--- src/rtl/calc_pkg.sv ---
// Shared types and widths for the calculadora sequencer: operand widths,
// FSM encoding and the packed command record stored in the FIFO.
package calc_pkg;

   localparam int LARG     = 8;
   localparam int LARG_COD = 3;
   localparam int CMD_W    = LARG_COD + 2 * LARG + 1;

   typedef enum logic [1:0] {
      OCIOSO  = 2'd0,
      CALCULA = 2'd1,
      ENTREGA = 2'd2
   } estado_t;

   typedef struct packed {
      logic [LARG_COD-1:0] codigo;
      logic [LARG-1:0]     a;
      logic [LARG-1:0]     b;
      logic                acc;
   } comando_t;

endpackage

--- src/rtl/calculadora_sequenciador_if.sv ---
// Command and result handshakes between a host and the calculadora sequencer.
interface calculadora_sequenciador_if;
   import calc_pkg::*;

   logic                cmd_valid;
   logic                cmd_ready;
   logic [LARG_COD-1:0] cmd_codigo;
   logic [LARG-1:0]     cmd_A;
   logic [LARG-1:0]     cmd_B;
   logic                cmd_acc;

   logic                res_valid;
   logic                res_ready;
   logic [LARG-1:0]     res_saida;

   modport master (
      output cmd_valid, cmd_codigo, cmd_A, cmd_B, cmd_acc, res_ready,
      input  cmd_ready, res_valid, res_saida
   );

   modport slave (
      input  cmd_valid, cmd_codigo, cmd_A, cmd_B, cmd_acc, res_ready,
      output cmd_ready, res_valid, res_saida
   );

endinterface

--- src/rtl/calculadora.sv ---
// Combinational 8-bit calculator datapath; results wrap to LARG bits.
module calculadora
   import calc_pkg::*;
(
   input  logic [LARG_COD-1:0] codigo,
   input  logic [LARG-1:0]     entrada_A,
   input  logic [LARG-1:0]     entrada_B,
   output logic [LARG-1:0]     saida
);

   always_comb begin
      saida = '0;
      case (codigo)
         3'b000:  saida = entrada_A + entrada_B;
         3'b001:  saida = entrada_A - entrada_B;
         3'b010:  saida = entrada_A & entrada_B;
         3'b011:  saida = entrada_A | entrada_B;
         3'b100:  saida = entrada_A ^ entrada_B;
         3'b101:  saida = ~entrada_A;
         3'b110:  saida = entrada_A << 1;
         default: saida = entrada_A >> 1;
      endcase
   end

endmodule

--- src/rtl/calculadora_sequenciador_fila_comandos.sv ---
// Synchronous command FIFO; full/empty come straight from the registered count,
// so a pop never frees a slot for a push in the same cycle.
module fila_comandos #(
   parameter int PROF = 4,
   parameter int W    = 8
) (
   input  logic                    clk,
   input  logic                    rst,
   input  logic                    push,
   input  logic                    pop,
   input  logic [W-1:0]            din,
   output logic [W-1:0]            dout,
   output logic                    cheio,
   output logic                    vazio,
   output logic [$clog2(PROF):0]   count
);

   localparam int PW = $clog2(PROF);

   logic [W-1:0]  mem_q [PROF];
   logic [PW-1:0] wr_ptr_q, wr_ptr_d;
   logic [PW-1:0] rd_ptr_q, rd_ptr_d;
   logic [PW:0]   count_q, count_d;
   logic          push_ok, pop_ok;

   assign cheio   = (count_q == (PW+1)'(PROF));
   assign vazio   = (count_q == '0);
   assign count   = count_q;
   assign dout    = mem_q[rd_ptr_q];
   assign push_ok = push && !cheio;
   assign pop_ok  = pop && !vazio;

   // Power-of-two depth lets the pointers wrap naturally.
   always_comb begin
      wr_ptr_d = wr_ptr_q;
      rd_ptr_d = rd_ptr_q;
      count_d  = count_q;
      if (push_ok) wr_ptr_d = wr_ptr_q + 1'b1;
      if (pop_ok)  rd_ptr_d = rd_ptr_q + 1'b1;
      case ({push_ok, pop_ok})
         2'b10:   count_d = count_q + 1'b1;
         2'b01:   count_d = count_q - 1'b1;
         default: count_d = count_q;
      endcase
   end

   always_ff @(posedge clk or posedge rst) begin
      if (rst) begin
         wr_ptr_q <= '0;
         rd_ptr_q <= '0;
         count_q  <= '0;
      end else begin
         wr_ptr_q <= wr_ptr_d;
         rd_ptr_q <= rd_ptr_d;
         count_q  <= count_d;
      end
   end

   always_ff @(posedge clk) begin
      if (push_ok) mem_q[wr_ptr_q] <= din;
   end

endmodule

--- src/rtl/calculadora_sequenciador.sv ---
// Sequencer: buffers commands, runs them one at a time through calculadora,
// and returns each registered result while keeping a chaining accumulator.
module calculadora_sequenciador #(
   parameter int PROF_FILA = 4,
   parameter int LARG      = calc_pkg::LARG
) (
   input  logic                        clk,
   input  logic                        rst,
   calculadora_sequenciador_if.slave   bus,
   input  logic                        acc_limpa,
   output logic [LARG-1:0]             acumulador,
   output logic                        ocupado
);

   localparam int PW = $clog2(PROF_FILA);

   calc_pkg::estado_t  estado_q, estado_d;
   calc_pkg::comando_t cmd_in, head;

   logic [calc_pkg::LARG_COD-1:0] op_codigo_q, op_codigo_d;
   logic [LARG-1:0]               op_a_q, op_a_d;
   logic [LARG-1:0]               op_b_q, op_b_d;
   logic [LARG-1:0]               res_saida_q, res_saida_d;
   logic [LARG-1:0]               acumulador_q, acumulador_d;
   logic                          res_valid_q, res_valid_d;
   logic [LARG-1:0]               saida;
   logic                          pop, cheio, vazio;
   logic [PW:0]                   fila_count;

   assign cmd_in = '{codigo: bus.cmd_codigo, a: bus.cmd_A, b: bus.cmd_B, acc: bus.cmd_acc};

   fila_comandos #(
      .PROF (PROF_FILA),
      .W    (calc_pkg::CMD_W)
   ) u_fila (
      .clk   (clk),
      .rst   (rst),
      .push  (bus.cmd_valid && !cheio),
      .pop   (pop),
      .din   (cmd_in),
      .dout  (head),
      .cheio (cheio),
      .vazio (vazio),
      .count (fila_count)
   );

   calculadora u_calc (
      .codigo    (op_codigo_q),
      .entrada_A (op_a_q),
      .entrada_B (op_b_q),
      .saida     (saida)
   );

   assign bus.cmd_ready = !cheio;
   assign bus.res_valid = res_valid_q;
   assign bus.res_saida = res_saida_q;
   assign acumulador    = acumulador_q;
   assign ocupado       = (estado_q != calc_pkg::OCIOSO) || (fila_count != '0);

   // Chained operands read the accumulator before any clear in the same cycle.
   always_comb begin
      estado_d     = estado_q;
      op_codigo_d  = op_codigo_q;
      op_a_d       = op_a_q;
      op_b_d       = op_b_q;
      res_saida_d  = res_saida_q;
      acumulador_d = acumulador_q;
      res_valid_d  = res_valid_q;
      pop          = 1'b0;
      case (estado_q)
         calc_pkg::OCIOSO: begin
            if (!vazio) begin
               pop      = 1'b1;
               estado_d = calc_pkg::CALCULA;
            end
         end
         calc_pkg::CALCULA: begin
            res_saida_d  = saida;
            acumulador_d = saida;
            res_valid_d  = 1'b1;
            estado_d     = calc_pkg::ENTREGA;
         end
         calc_pkg::ENTREGA: begin
            if (bus.res_ready) begin
               res_valid_d = 1'b0;
               if (!vazio) begin
                  pop      = 1'b1;
                  estado_d = calc_pkg::CALCULA;
               end else begin
                  estado_d = calc_pkg::OCIOSO;
               end
            end
         end
         default: estado_d = calc_pkg::OCIOSO;
      endcase
      if (pop) begin
         op_codigo_d = head.codigo;
         op_a_d      = head.acc ? acumulador_q : head.a;
         op_b_d      = head.b;
      end
      if (acc_limpa) acumulador_d = '0;
   end

   always_ff @(posedge clk or posedge rst) begin
      if (rst) begin
         estado_q     <= calc_pkg::OCIOSO;
         op_codigo_q  <= '0;
         op_a_q       <= '0;
         op_b_q       <= '0;
         res_saida_q  <= '0;
         acumulador_q <= '0;
         res_valid_q  <= 1'b0;
      end else begin
         estado_q     <= estado_d;
         op_codigo_q  <= op_codigo_d;
         op_a_q       <= op_a_d;
         op_b_q       <= op_b_d;
         res_saida_q  <= res_saida_d;
         acumulador_q <= acumulador_d;
         res_valid_q  <= res_valid_d;
      end
   end

endmodule

--- src/flat_wrapper.sv ---
// flat-port wrapper written by rule: the top's interface ports become plain ports
module calculadora_sequenciador_flat 
#(
   parameter int PROF_FILA = 4,
   parameter int LARG      = calc_pkg::LARG
)
  (clk, rst, acc_limpa, acumulador, ocupado, bus_cmd_valid, bus_cmd_codigo, bus_cmd_A, bus_cmd_B, bus_cmd_acc, bus_res_ready, bus_cmd_ready, bus_res_valid, bus_res_saida);
  calculadora_sequenciador_if bus_i ();
  input  logic clk;
  input  logic rst;
  input  logic acc_limpa;
  output logic [LARG-1:0] acumulador;
  output logic ocupado;
  input wire logic [$bits(bus_i.cmd_valid)-1:0] bus_cmd_valid;
  input wire logic [$bits(bus_i.cmd_codigo)-1:0] bus_cmd_codigo;
  input wire logic [$bits(bus_i.cmd_A)-1:0] bus_cmd_A;
  input wire logic [$bits(bus_i.cmd_B)-1:0] bus_cmd_B;
  input wire logic [$bits(bus_i.cmd_acc)-1:0] bus_cmd_acc;
  input wire logic [$bits(bus_i.res_ready)-1:0] bus_res_ready;
  output wire logic [$bits(bus_i.cmd_ready)-1:0] bus_cmd_ready;
  output wire logic [$bits(bus_i.res_valid)-1:0] bus_res_valid;
  output wire logic [$bits(bus_i.res_saida)-1:0] bus_res_saida;
  assign bus_i.cmd_valid = bus_cmd_valid;
  assign bus_i.cmd_codigo = bus_cmd_codigo;
  assign bus_i.cmd_A = bus_cmd_A;
  assign bus_i.cmd_B = bus_cmd_B;
  assign bus_i.cmd_acc = bus_cmd_acc;
  assign bus_i.res_ready = bus_res_ready;
  assign bus_cmd_ready = bus_i.cmd_ready;
  assign bus_res_valid = bus_i.res_valid;
  assign bus_res_saida = bus_i.res_saida;
  calculadora_sequenciador #(.PROF_FILA(PROF_FILA), .LARG(LARG)) u_core (.clk(clk), .rst(rst), .bus(bus_i), .acc_limpa(acc_limpa), .acumulador(acumulador), .ocupado(ocupado));
endmodule
--- config.mk ---
export PLATFORM = sky130hd
export DESIGN_NAME = calculadora_sequenciador_flat
export DESIGN_NICKNAME = d
export VERILOG_FILES = /design/src/rtl/calc_pkg.sv /design/src/rtl/calculadora_sequenciador_if.sv /design/src/rtl/calculadora.sv /design/src/rtl/calculadora_sequenciador_fila_comandos.sv /design/src/rtl/calculadora_sequenciador.sv /design/src/flat_wrapper.sv
export SDC_FILE = /design/constraint.sdc
export NUM_CORES = 1
export LEC_CHECK = 0
export ABC_AREA = 1
export CAP_MARGIN = 20
export CELL_PAD_IN_SITES_DETAIL_PLACEMENT = 0
export CELL_PAD_IN_SITES_GLOBAL_PLACEMENT = 1
export CORE_MARGIN = 5
export CORE_UTILIZATION = 46
export DETAILED_ROUTE_END_ITERATION = 12
export GPL_TIMING_DRIVEN = 0
export MAX_ROUTING_LAYER = met4
export PLACE_DENSITY_LB_ADDON = 0.1
export SYNTH_ARGS = -nofsm -noshare
export SYNTH_HDL_FRONTEND = slang
export SYNTH_HIERARCHICAL = 1
export SYNTH_SLANG_ARGS = --single-unit
--- constraint.sdc ---
create_clock -name clk -period 2.8 [get_ports clk]
set_input_delay 0.42 -clock clk [delete_from_list [all_inputs] [get_ports clk]]
set_output_delay 0.42 -clock clk [all_outputs]
set_load 0.03 [all_outputs]
Yosys cells after proc, flatten, opt, wreduce, memory -nomap -nowiden. Memory sizes are Yosys's and may differ from the RTL's. Cells that the tools add are included.

Word-level logic and storage cells: 66. RAM bits: 80. Flip-flop bits (word level): 45. Output and inout bits: 19. Memories: 1.

Memory list: u_core.u_fila.mem_q (depth 4, width 20, rd ports 1, clocked after Yosys merged registers in 0, write ports 1, line calculadora_sequenciador_fila_comandos.sv:20) `logic [W-1:0] mem_q [PROF];`.

Add/subtract/negate cells: 6. Reduce and logical (&&, ||, !) cells: 16. Bitwise logic cells: 4. Muxes and demuxes: 16. Eq/ne operators: 13.

Operator list (count): 8-bit case mux with 7 select lines (1); 8-bit 2-to-1 mux (3); 3-bit == test, second input constant (4); 8-bit adder (1); 8-bit AND (1); 8-bit inverter (1); 8-bit OR (1); 2-bit nonzero test (4); 8-bit subtractor (1); 8-bit XOR (1); 3-bit by 2-bit == test with 1-bit output, second input constant (2); 3-bit logical NOT (2); 1-bit 2-to-1 mux (6); 2-bit case mux with 3 select lines (1); 3-bit case mux with 2 select lines (1); 2-bit by 1-bit adder with 2-bit output, second input constant (2); 2-bit by 1-bit == test with 1-bit output, second input constant (2); 2-bit == test, second input constant (2); 2-bit 2-to-1 mux (2); 2-bit != test, second input constant (2); 1-bit case mux with 2 select lines (2); 2-bit AND reduction (2); 3-bit by 1-bit adder with 3-bit output, second input constant (1); 3-bit by 1-bit == test with 1-bit output, second input constant (1); other kinds (6) (9).

Logic depth before layout (Yosys ltp). Gate-level depths: netlist of the first run.

Word-level depth: 7. Gate-level depth with buffers: 18. Gate-level depth less buffers: 18.

Modules after synthesis. The synthesis of the first run kept the hierarchy.

Modules (own cells, without submodules): fila_comandos (cells each 295, times used 1, area an instance 3642.2 um^2, seq. area each 2577.5 um^2); calculadora_sequenciador (cells each 198, times used 1, area an instance 1641.6 um^2, seq. area each 950.9 um^2); calculadora (cells each 205, times used 1, area an instance 1231.2 um^2, seq. area each 0.0 um^2).

Worst setup path before layout of the first run. No wires, ideal clock.

Path kind: reg-to-reg. Start point: register u_core.u_fila.count_q[0], in the netlist u_core/u_fila/count[0]. End point: memory u_core/u_fila/mem_q[0][0] in the netlist's numbering, enable pin. Cell stages (with the launch flop): 7. Clock period less this slack: 2.214 ns. Arrival: 1.817 ns. Slack: 0.586 ns. Cell sequence: dfrtp_1 inv_1 nand3_1 inv_1 nor2_1 nand2_2 nor2_1.

Cells in the longest elaborated chain, start to end: 6.

Ends and longest elaborated chain: start, declared (line calculadora_sequenciador_fila_comandos.sv:23) `logic [PW:0] count_q, count_d;`; start signal, assigned (line calculadora_sequenciador_fila_comandos.sv:55) `count_q <= count_d;`; 3-bit == test (*) (line calculadora_sequenciador_fila_comandos.sv:26) `assign cheio = (count_q == (PW+1)'(PROF));`; via u_core.cheio (line calculadora_sequenciador.sv:27) `logic pop, cheio, vazio;`; 1-bit logical NOT (*) (line calculadora_sequenciador_fila_comandos.sv:30, calculadora_sequenciador.sv:38); 1-bit logical AND (line calculadora_sequenciador.sv:38) `.push (bus.cmd_valid && !cheio),`; 1-bit logical AND (*) (line calculadora_sequenciador_fila_comandos.sv:30) `assign push_ok = push && !cheio;`; 1-bit 2-to-1 mux (*) (line calculadora_sequenciador_fila_comandos.sv:60) `if (push_ok) mem_q[wr_ptr_q] <= din;`; 1-bit 2-to-1 mux (not written as such) (*) (line calculadora_sequenciador_fila_comandos.sv:60); end, declared (line calculadora_sequenciador_fila_comandos.sv:20).

The timed path passes the listed nets; every way through them passes the cells marked *.

Worst setup path after layout of the first run.
Start point: register u_core.u_fila.count_q[0], in the netlist u_core/u_fila/count[0]. End point: register u_core.u_fila.count_q[2], in the netlist u_core/u_fila/count[2].

Cells in the longest elaborated chain, start to end: 7. Elaborated cells on any way between the ends: 16.

Ends and longest elaborated chain: 3-bit logical NOT (*) (line calculadora_sequenciador_fila_comandos.sv:27) `assign vazio = (count_q == '0);`; via u_core.vazio (line calculadora_sequenciador.sv:27); 1-bit 2-to-1 mux (*) (line calculadora_sequenciador.sv:72, calculadora_sequenciador.sv:86); 1-bit 2-to-1 mux (line calculadora_sequenciador.sv:84) `if (bus.res_ready) begin`; 1-bit case mux with 2 select lines (*) (line calculadora_sequenciador.sv:70) `case (estado_q)`; via u_core.pop (line calculadora_sequenciador.sv:27); 1-bit logical AND (*) (line calculadora_sequenciador_fila_comandos.sv:31) `assign pop_ok = pop && !vazio;`; via u_core.u_fila.pop_ok (line calculadora_sequenciador_fila_comandos.sv:24) `logic push_ok, pop_ok;`; 2-bit by 1-bit == test with 1-bit output or 2-bit == test (tied branches) (line calculadora_sequenciador_fila_comandos.sv:40) `case ({push_ok, pop_ok})`; 3-bit case mux with 2 select lines or 2-bit nonzero test (tied branches).

Marks and branches as above. A chain may end at the register's enable or synchronous reset.

==> impl_metrics.ini, run 1 <==
[critical_path]
crit_fanout = 12
crit_type = reg -> reg
arrival_ns = 2.85
max_stage_delay_ns = 0.39
required_ns = 3.11
slowest_stage = dfrtp_1
cp-start-kind = flip-flop
crit_chain = inv_1, nand3_2, inv_1, inv_1, nand2_1, nor2_1, buf_6, nand2_1, inv_1, ha_1, inv_1, fa_1, inv_1, nand2_1, nand4_1, nand2_1
crit_top_cell = inv_1
end_kind = flip-flop

[sta]
report.final.slew_viol_count = 0
min_period_over_period_pct = 90.7
worst_clock_skew_ns = 0.00780
relSlewSlack_pct = 46.5
hold_viol_final = 0
finalSetupTns_ns = 0
worst_pin_slew_ns = 0.801
rsz0062_at_grt = no
finalSetupViolCount = 0
max_freq_mhz = 394
layout_min_cycle_time_ns = 2.54

[grt]
antenna_found_initial = 0
grt_max_degree = 39
track_usage_pct = 20.2
grt_pass1_wl_mm = 24.7
overflow = 0
grt_pass1_vias = 4837

[floorplan]
die_w_um = 129
die_y_um = 129
dieArea_mm2 = 0.0166
start_util_pct = 46.9
rows = 43
coreArea_mm2 = 0.0139
pin_count = 44

[route]
routed_wl_mm = 15.5
wl_per_cell_um = 16.1
ant_nets = 0
dr_total_vias = 4827
drcViolationCount = 0
first_pass_iters = 5
drt_iter0_markers = 327
vias_per_cell = 5.04

[clocking]
cts_sinks = 125
cts-root-buf = clkbuf_16
clk_latency_ns = 0.42
cts_tree = built
clockBufferDepth = 2
cts_buffers = 17
clk_pin_slew_ns = 0.06
cts-hold-fix-buffers = 0
cts_max_level = 4

[pwr]
power_leakage_nw = 3.64
cellPowerDensity_mw_per_mm2 = 1310
vdd_ir_drop_max_mv = 0.537
sw_frac_of_total_pct = 43.6
switchingPower_mw = 4.50
internal-power_mw = 5.81
p_clk_share_pct = 21.7
combPwrFrac_pct = 49.7
pwr-share-seq_pct = 28.6
fin_total_pwr_mw = 10.3

[synthesis]
synth_fp_nets = 754
synth-seq-cells = 125
syn_avg_cell_area_um2 = 9.33
synth.distinct_cells = 36
syn_area_mm2 = 0.00651
yosysWarningCount = 6
seq_area_frac_synth_pct = 54.2
synth_cells = 698

[placed_design]
portBuffers = 43
placedCellCount = 925
hpwlAfterDp_mm = 11.3
gp_congestion = 0.866

[layout]
final_common_cell = nand2_1
layout-drive-gt1-share_pct = 11.1
nets = 820
seqCellArea_mm2 = 0.00353
fill_cells = 1252
instances_no_fill = 957
finish.utilization_pct = 56.9
diodes = 0
area_delta_synth_final_pct = 21.2
multi_input_area_mm2 = 0.00237
final_cell_mix = nand2_1 (228), inv_1 (108), edfxtp_1 (80)

[hold_path]
hold_class = in -> async

[status]
outcome = completed

[flow_run]
max_cap_violations = 0
[final timing paths]
kind | endpoint | start | depth (start not counted) | slack, ns
worst min-delay path | u_core/u_fila/count[2]$_DFFE_PP0P_ | rst | 2 | 0.40
min in group clk | u_core/bus.res_saida[2]$_DFFE_PP0P_ | u_core/bus.res_saida[2]$_DFFE_PP0P_ | 2 | 0.48
worst min register to register | u_core/bus.res_saida[2]$_DFFE_PP0P_ | u_core/bus.res_saida[2]$_DFFE_PP0P_ | 2 | 0.48
worst max register to register | u_core/u_fila/count[2]$_DFFE_PP0P_ | u_core/u_fila/count[0]$_DFFE_PP0P_ | 16 | 0.26
worst max-delay path | u_core/u_fila/count[2]$_DFFE_PP0P_ | u_core/u_fila/count[0]$_DFFE_PP0P_ | 16 | 0.26
max in group asynchronous | u_core/bus.res_saida[5]$_DFFE_PP0P_ | rst | 2 | 1.70
[power by group through the flow]
stage	logic (mW)	clock network, mW	registers [mW]
4_1_cts	5.15	2.29	2.96
3_3_place_gp	4.91	0	2.98
5_1_grt	5.78	2.38	3.00
3_5_place_dp	5.12	0	2.98
2_1_floorplan	3.36	0	3.08
6_report	5.12	2.24	2.95
[per-layer routing]
| layer | share of wire [%] | track usage [%] | vias up |
|---|---|---|---|
| met4 | 2.8 | 8.89 | 0 |
| met2 | 50 | 33.3 | 118 |
| met3 | 3.9 | 4.66 | 34 |
| met1 | 43 | 23.7 | 2252 |
| li1 | - | - | 2423 |
| met5 | 0 | - | - |
[registers in the layout (all words and copies together) (netlist names), 2 cells and up]
name	flops
u_core/op_codigo_q	3
u_core/u_fila/count	3
u_core/u_fila/mem_q	80
u_core/estado_q	2
u_core/op_a_q	8
u_core/u_fila/wr_ptr_q	2
u_core/op_b_q	8
u_core/bus.res_saida	8
u_core/acumulador	8
u_core/u_fila/rd_ptr_q	2
[cells in the mapped netlist, drive strengths merged]
master	instances	area, um^2
o21ai	18	93.8
o22ai	7	43.8
clkinv	1	5.00
nand4	8	50.1
o211ai	42	315
nor2	28	128
xnor2	2	17.5
ha	29	363
a21oi	9	45.0
fa	2	40.0
a22oi	1	7.51
o2111ai	1	8.76
nor3	4	42.5
buf	21	183
xor2	6	52.6
or2	3	18.8
inv	115	439
nand2	234	898
nand3	41	223
dlymetal6s2s	1	12.5
dfrtp	45	1130
edfxtp	80	2400
[worst max-delay path: cells and delay by family, from the launching register on]
| family | cells | cell delay (ns) |
|---|---|---|
| fa+ha+maj | 2 | 0.55 |
| flops | 1 | 0.39 |
| simple gates | 7 | 0.77 |
| buf+inv | 7 | 0.70 |
[cells by family after synthesis]
kind of cell / synth area share (%)
compound gates: 7.89
simple gates: 20.9
xor+xnor: 1.08
fa+ha+maj: 6.18
buf+inv: 9.81
flops: 54.2
[metrics by stage]
step / worst slack, ns / hold slack, ns / instance area [um^2]
3_3_place_gp: -0.447 / 0.461 / 7170
6_report: 0.261 / 0.399 / 7900
5_1_grt: 0.0123 / 0.415 / 7900
4_1_cts: 0.110 / 0.380 / 7890
3_5_place_dp: 0.126 / 0.466 / 7280
2_1_floorplan: 0.586 / 0.223 / 6520
[cell type report]
cell class | count | area share (%)
flip-flops and latches | 125 | 44.7
multi-input cells | 435 | 30.0
repair buffers | 47 | 6.69
inverters | 116 | 5.62
clock buffers | 17 | 5.39
well taps | 180 | 2.85
plain buffers | 22 | 2.47
clock inverters | 15 | 2.34
[timing repair]
item                                    4_1_cts  5_1_grt
buffers inserted                              0        0
resized for setup                             0        2
endpoints found under the setup margin        0        3
Power figures use the tool's default switching activity.
==> run 2, diff against run 1 <==
--- a/config.mk
+++ b/config.mk
@@ -6,7 +6,7 @@
 export NUM_CORES = 1
 export LEC_CHECK = 0
 export ABC_AREA = 1
-export CAP_MARGIN = 20
+export CAP_MARGIN = 15
 export CELL_PAD_IN_SITES_DETAIL_PLACEMENT = 0
 export CELL_PAD_IN_SITES_GLOBAL_PLACEMENT = 1
 export CORE_MARGIN = 5
==> constraint.sdc (replaced) <==
create_clock -name clk -period 2.8 [get_ports clk]
set_input_delay 0.56 -clock clk [delete_from_list [all_inputs] [get_ports clk]]
set_output_delay 0.56 -clock clk [all_outputs]
set_load 0.03 [all_outputs]
==> run 2 against run 1 <==
Sequential share of layout area unchanged; first-iteration DRC count is the same; critical path type unchanged; cell area did not move; highest routed layer unchanged; critical path depth unchanged; clock power barely moved; largest cell class unchanged; combinational power about the same; non-clock buffer count is the same; cell count stayed put; flip-flop and latch count unchanged.
==> impl_metrics.ini, run 2 (synthesized netlist as in run 1, its figures left out) <==
[placed_design]
portBuffers = 43
hpwlAfterDp_mm = 11.3
gp_congestion = 0.866

[sta]
report.final.slew_viol_count = 0
worst_clock_skew_ns = 0.00780
layout_min_cycle_time_ns = 2.54
hold_ws_ns = 0.476
max_freq_mhz = 394
finalSetupViolCount = 0
relSlewSlack_pct = 46.5
min_period_over_period_pct = 90.7
finalSetupTns_ns = 0
worst_pin_slew_ns = 0.801
rsz0062_at_grt = no
hold_viol_final = 0

[hold_path]
worstHoldEndpoint = u_core/bus.res_saida[2]$_DFFE_PP0P_
min_path_cells = 2
worstHoldStart = u_core/bus.res_saida[2]$_DFFE_PP0P_
hold_class = reg -> reg

[floorplan]
dieArea_mm2 = 0.0166
die_y_um = 129
start_util_pct = 46.9
rows = 43
pin_count = 44
die_w_um = 129
coreArea_mm2 = 0.0139

[route]
first_pass_iters = 5
wl_per_cell_um = 16.1
route.layer.met1.wl_mm = 6.70
route.met2.wl_mm = 7.72
ant_nets = 0
routed_wl_mm = 15.5
highest_layer = met4
vias_per_cell = 5.04
drt_iter0_markers = 327
drcViolationCount = 0
route.met3.wl_um = 595
dr_total_vias = 4827

[grt]
grt_pass1_vias = 4837
grt_pass1_wl_mm = 24.7
grt_max_degree = 39
track_usage_pct = 20.2
overflow = 0
antenna_found_initial = 0

[critical_path]
r2r-start = u_core/u_fila/count[0]$_DFFE_PP0P_
rrSetupSlack_ns = 0.26
max_stage_delay_ns = 0.39
critPathTopFamily = simple AND/OR/NAND/NOR gates
crit_top_cell = inv_1
path_buf_inv = 7
arrival_ns = 2.85
crit_type = reg -> reg
crit_chain = inv_1, nand3_2, inv_1, inv_1, nand2_1, nor2_1, buf_6, nand2_1, inv_1, ha_1, inv_1, fa_1, inv_1, nand2_1, nand4_1, nand2_1
crit_fanout = 12
end_kind = flip-flop
reg2reg_to = u_core/u_fila/count[2]$_DFFE_PP0P_
slowest_stage = dfrtp_1
rr_worst_depth = 16
cp-start-kind = flip-flop
required_ns = 3.11

[clocking]
cts_tree = built
clk_pin_slew_ns = 0.06
cts_sinks = 125
clk_latency_ns = 0.42
cts_max_level = 4
clockBufferDepth = 2
cts-hold-fix-buffers = 0
cts-root-buf = clkbuf_16
cts_buffers = 17

[layout]
largest_reg_flops = 80
regMostFlops = u_core/u_fila/mem_q
layout-drive-gt1-share_pct = 11.1
area_delta_synth_final_pct = 21.2
fill_cells = 1252
nets = 820
diodes = 0
final_cell_mix = nand2_1 (228), inv_1 (108), edfxtp_1 (80)
final_common_cell = nand2_1

[pwr]
cellPowerDensity_mw_per_mm2 = 1310
vdd_ir_drop_max_mv = 0.537
fin_total_pwr_mw = 10.3
power_leakage_nw = 3.64

[flow_run]
max_cap_violations = 0

[status]
outcome = completed
==> run 2: layout make-up <==
cell class	instances	area [um^2]	share of cell area, %
repair buffers	47	528	6.69
multi-input cells	435	2370	30.0
inverters	116	444	5.62
clock inverters	15	185	2.34
plain buffers	22	195	2.47
clock buffers	17	425	5.39
well taps	180	225	2.85
flip-flops and latches	125	3530	44.7
==> run 2: through the flow <==
stage / cells / area, um^2 / utilization, % / setup WS, ns
6_report: 957 / 7900 / 56.9 / 0.261
4_1_cts: 957 / 7890 / 56.8 / 0.110
3_5_place_dp: 925 / 7280 / 52.4 / -0.0143
2_1_floorplan: 698 / 6520 / - / 0.586
5_1_grt: 957 / 7900 / 56.9 / 0.0123
3_3_place_gp: 921 / 7170 / 51.7 / -0.587
==> run 2: repair_timing <==
item | CTS | global route
gates resized for setup | 0 | 2
endpoints found under the setup margin | 0 | 3
setup buffers | 0 | 0
==> run 2: worst register-to-register path: stages, from the launching register on <==
cell and delay, ns:
dfrtp_1 0.39, inv_1 0.13, nand3_2 0.15, inv_1 0.09, inv_1 0.05, nand2_1 0.06
nor2_1 0.22, buf_6 0.20, nand2_1 0.11, inv_1 0.09, ha_1 0.16, inv_1 0.07
fa_1 0.39, inv_1 0.08, nand2_1 0.08, nand4_1 0.09, nand2_1 0.07
==> run 2: how the worst max path moves through the flow <==
stage	start	end	slack (ns)	cells past startpoint
floorplan	u_core/u_fila/count[0]$_DFFE_PP0P_	u_core/u_fila/mem_q[0][0]$_DFFE_PP_	0.59	6
global placement	bus_cmd_valid	u_core/u_fila/mem_q[0][16]$_DFFE_PP_	-0.59	5
detailed placement	bus_res_ready	u_core/u_fila/count[2]$_DFFE_PP0P_	-0.01	13
CTS	u_core/u_fila/count[0]$_DFFE_PP0P_	u_core/u_fila/count[2]$_DFFE_PP0P_	0.11	16
global route	u_core/op_b_q[0]$_DFFE_PP0P_	u_core/acumulador[6]$_DFFE_PP0P_	0.01	16
finish	u_core/u_fila/count[0]$_DFFE_PP0P_	u_core/u_fila/count[2]$_DFFE_PP0P_	0.26	16
==> run 2: per-layer routing <==
layer  global-route usage [%]  up-vias
li1                         -     2423
met1                     23.7     2252
met2                     33.3      118
met3                     4.66       34
met4                     8.89        0
met5                        -        -
==> run 2: where the power goes <==
group          leakage, nW  switching, mW  internal [mW]
Clock                0.285          0.831           1.41
Sequential            1.30          0.402           2.55
Combinational         2.05           3.26           1.86
==> run 3, diff against run 2 <==
--- a/config.mk
+++ b/config.mk
@@ -15,6 +15,7 @@
 export GPL_TIMING_DRIVEN = 0
 export MAX_ROUTING_LAYER = met4
 export PLACE_DENSITY_LB_ADDON = 0.1
+export RECOVER_POWER = 50
 export SYNTH_ARGS = -nofsm -noshare
 export SYNTH_HDL_FRONTEND = slang
 export SYNTH_HIERARCHICAL = 1
==> run 3 against run 2 <==
Wire length down 0.30%; first-iteration DRC count up 4.3%; largest cell class unchanged; sequential power about the same; power down 0.58%; worst setup slack better by 0.019 ns; highest routed layer unchanged; clock-buffer cell count unchanged; cell count unchanged; combinational power down 1%; die area unchanged; maximum frequency up 0.76%; via count down 0.48%; worst hold slack about the same.
==> impl_metrics.ini, run 3 (synthesized netlist as in run 1, its figures left out) <==
[hold_path]
worstHoldStart = u_core/bus.res_saida[2]$_DFFE_PP0P_
hold_class = reg -> reg
worstHoldEndpoint = u_core/bus.res_saida[2]$_DFFE_PP0P_
min_path_cells = 2

[floorplan]
die_y_um = 129
start_util_pct = 46.9
pin_count = 44
rows = 43
dieArea_mm2 = 0.0166
coreArea_mm2 = 0.0139
die_w_um = 129

[critical_path]
cp-start-kind = flip-flop
rr_worst_depth = 16
crit_fanout = 4
reg2reg_to = u_core/acumulador[6]$_DFFE_PP0P_
crit_chain = inv_1, ha_1, inv_1, nor3_1, or2_1, xor2_1, ha_1, nand2_1, inv_1, nand3_1, nand3_1, nand2_1, nand3_1, a21oi_2, nand3_1, nand2_1
slowest_stage = dfrtp_1
r2r-start = u_core/op_b_q[0]$_DFFE_PP0P_
rrSetupSlack_ns = 0.28
crit_top_cell = nand3_1
max_stage_delay_ns = 0.38
path_buf_inv = 3
arrival_ns = 2.87
crit_type = reg -> reg
critPathTopFamily = simple AND/OR/NAND/NOR gates
end_kind = flip-flop
required_ns = 3.15

[layout]
finalInstanceArea_mm2 = 0.00788
instances_no_fill = 957
diodes = 0
area_delta_synth_final_pct = 20.9
finish.utilization_pct = 56.8
final_cell_mix = nand2_1 (230), inv_1 (109), edfxtp_1 (80)
final_common_cell = nand2_1
regMostFlops = u_core/u_fila/mem_q
nets = 820
largest_reg_flops = 80
layout-drive-gt1-share_pct = 10.3

[clocking]
cts-hold-fix-buffers = 0
cts-root-buf = clkbuf_16
clk_latency_ns = 0.42
clockBufferDepth = 2
cts_buffers = 17
clk_pin_slew_ns = 0.06
post_cts_buffers = 0
cts_tree = built
cts_sinks = 125
cts_max_level = 4

[route]
vias_per_cell = 5.02
drt_iter0_markers = 341
dr_total_vias = 4804
first_pass_iters = 5
drcViolationCount = 0
routed_wl_mm = 15.4
ant_nets = 0
wl_per_cell_um = 16.1

[grt]
antenna_found_initial = 0
grt_pass1_wl_mm = 24.7
overflow = 0
track_usage_pct = 20.2
grt_max_degree = 39
grt_pass1_vias = 4837

[placed_design]
gp_congestion = 0.866
portBuffers = 43
placed_area_mm2 = 0.00728
hpwlAfterDp_mm = 11.3
placedCellCount = 925

[sta]
hold_ws_ns = 0.476
min_period_over_period_pct = 90.0
finalSetupViolCount = 0
finalSetupTns_ns = 0
layout_min_cycle_time_ns = 2.52
hold_viol_final = 0
report.final.slew_viol_count = 0
relSlewSlack_pct = 4.05
max_freq_mhz = 397
worst_pin_slew_ns = 1.44
rsz0062_at_grt = no
worst_clock_skew_ns = 0.00707

[pwr]
cellPowerDensity_mw_per_mm2 = 1300
power_leakage_nw = 3.63
vdd_ir_drop_max_mv = 0.536

[flow_run]
max_cap_violations = 0

[status]
outcome = completed
run 3: changes by cell type in the layout (fill, tap and decap cells not counted), moves of 2 or more:
cell	before	now
buf_4	6	4
clkbuf_1	0	3
clkdlybuf4s50_1	43	22
dlygate4sd3_1	0	21
nand2_1	228	230
nand2_2	5	3
run 3: layout make-up:
type	count	area (um^2)
Clock buffer	17	425
Timing Repair Buffer	47	528
Fill cell	1256	6000
Buffer	22	180
Clock inverter	15	185
Inverter	116	444
Sequential cell	125	3530
Multi-Input combinational cell	435	2360
Tap cell	180	225
run 3: repair_timing:
item / in CTS / in global routing
gates resized for setup: 0 / 2
endpoints found under the setup margin: 0 / 3
hold endpoints to repair: 0 / 0
run 3: how the worst max path moves through the flow:
stage	startpoint	endpoint	slack [ns]	cells after the start
final	u_core/op_b_q[0]$_DFFE_PP0P_	u_core/acumulador[6]$_DFFE_PP0P_	0.28	16
after global routing	u_core/op_b_q[0]$_DFFE_PP0P_	u_core/acumulador[6]$_DFFE_PP0P_	0.01	16
after CTS	u_core/u_fila/count[0]$_DFFE_PP0P_	u_core/u_fila/count[2]$_DFFE_PP0P_	0.11	16
after detailed placement	bus_res_ready	u_core/u_fila/count[2]$_DFFE_PP0P_	-0.01	13
after global placement	bus_cmd_valid	u_core/u_fila/mem_q[0][16]$_DFFE_PP_	-0.59	5
after floorplan	u_core/u_fila/count[0]$_DFFE_PP0P_	u_core/u_fila/mem_q[0][0]$_DFFE_PP_	0.59	6
run 3: stage by stage:
stage,power [mW],worst slack [ns]
finish,10.3,0.280
global route,11.1,0.0123
CTS,10.4,0.110
detailed placement,8.10,-0.0143
global placement,7.90,-0.587
floorplan,6.45,0.586
run 3: layer usage:
metal / routed length (um) / track usage (%)
met5: 0 / -
met4: 438 / 8.89
met3: 472 / 4.66
met2: 7790 / 33.3
met1: 6700 / 23.7
run 3: tightest hold or removal path: stages, from the launching register on:
cell and delay [ns]:
dfrtp_1 0.34, nand2_1 0.05, nand2_1 0.05
run 3: power by group:
part | switching, mW | internal (mW) | leakage (nW)
Combinational | 3.25 | 1.81 | 2.05
Clock | 0.832 | 1.41 | 0.285
Sequential | 0.401 | 2.55 | 1.30
Total | 4.48 | 5.77 | 3.63
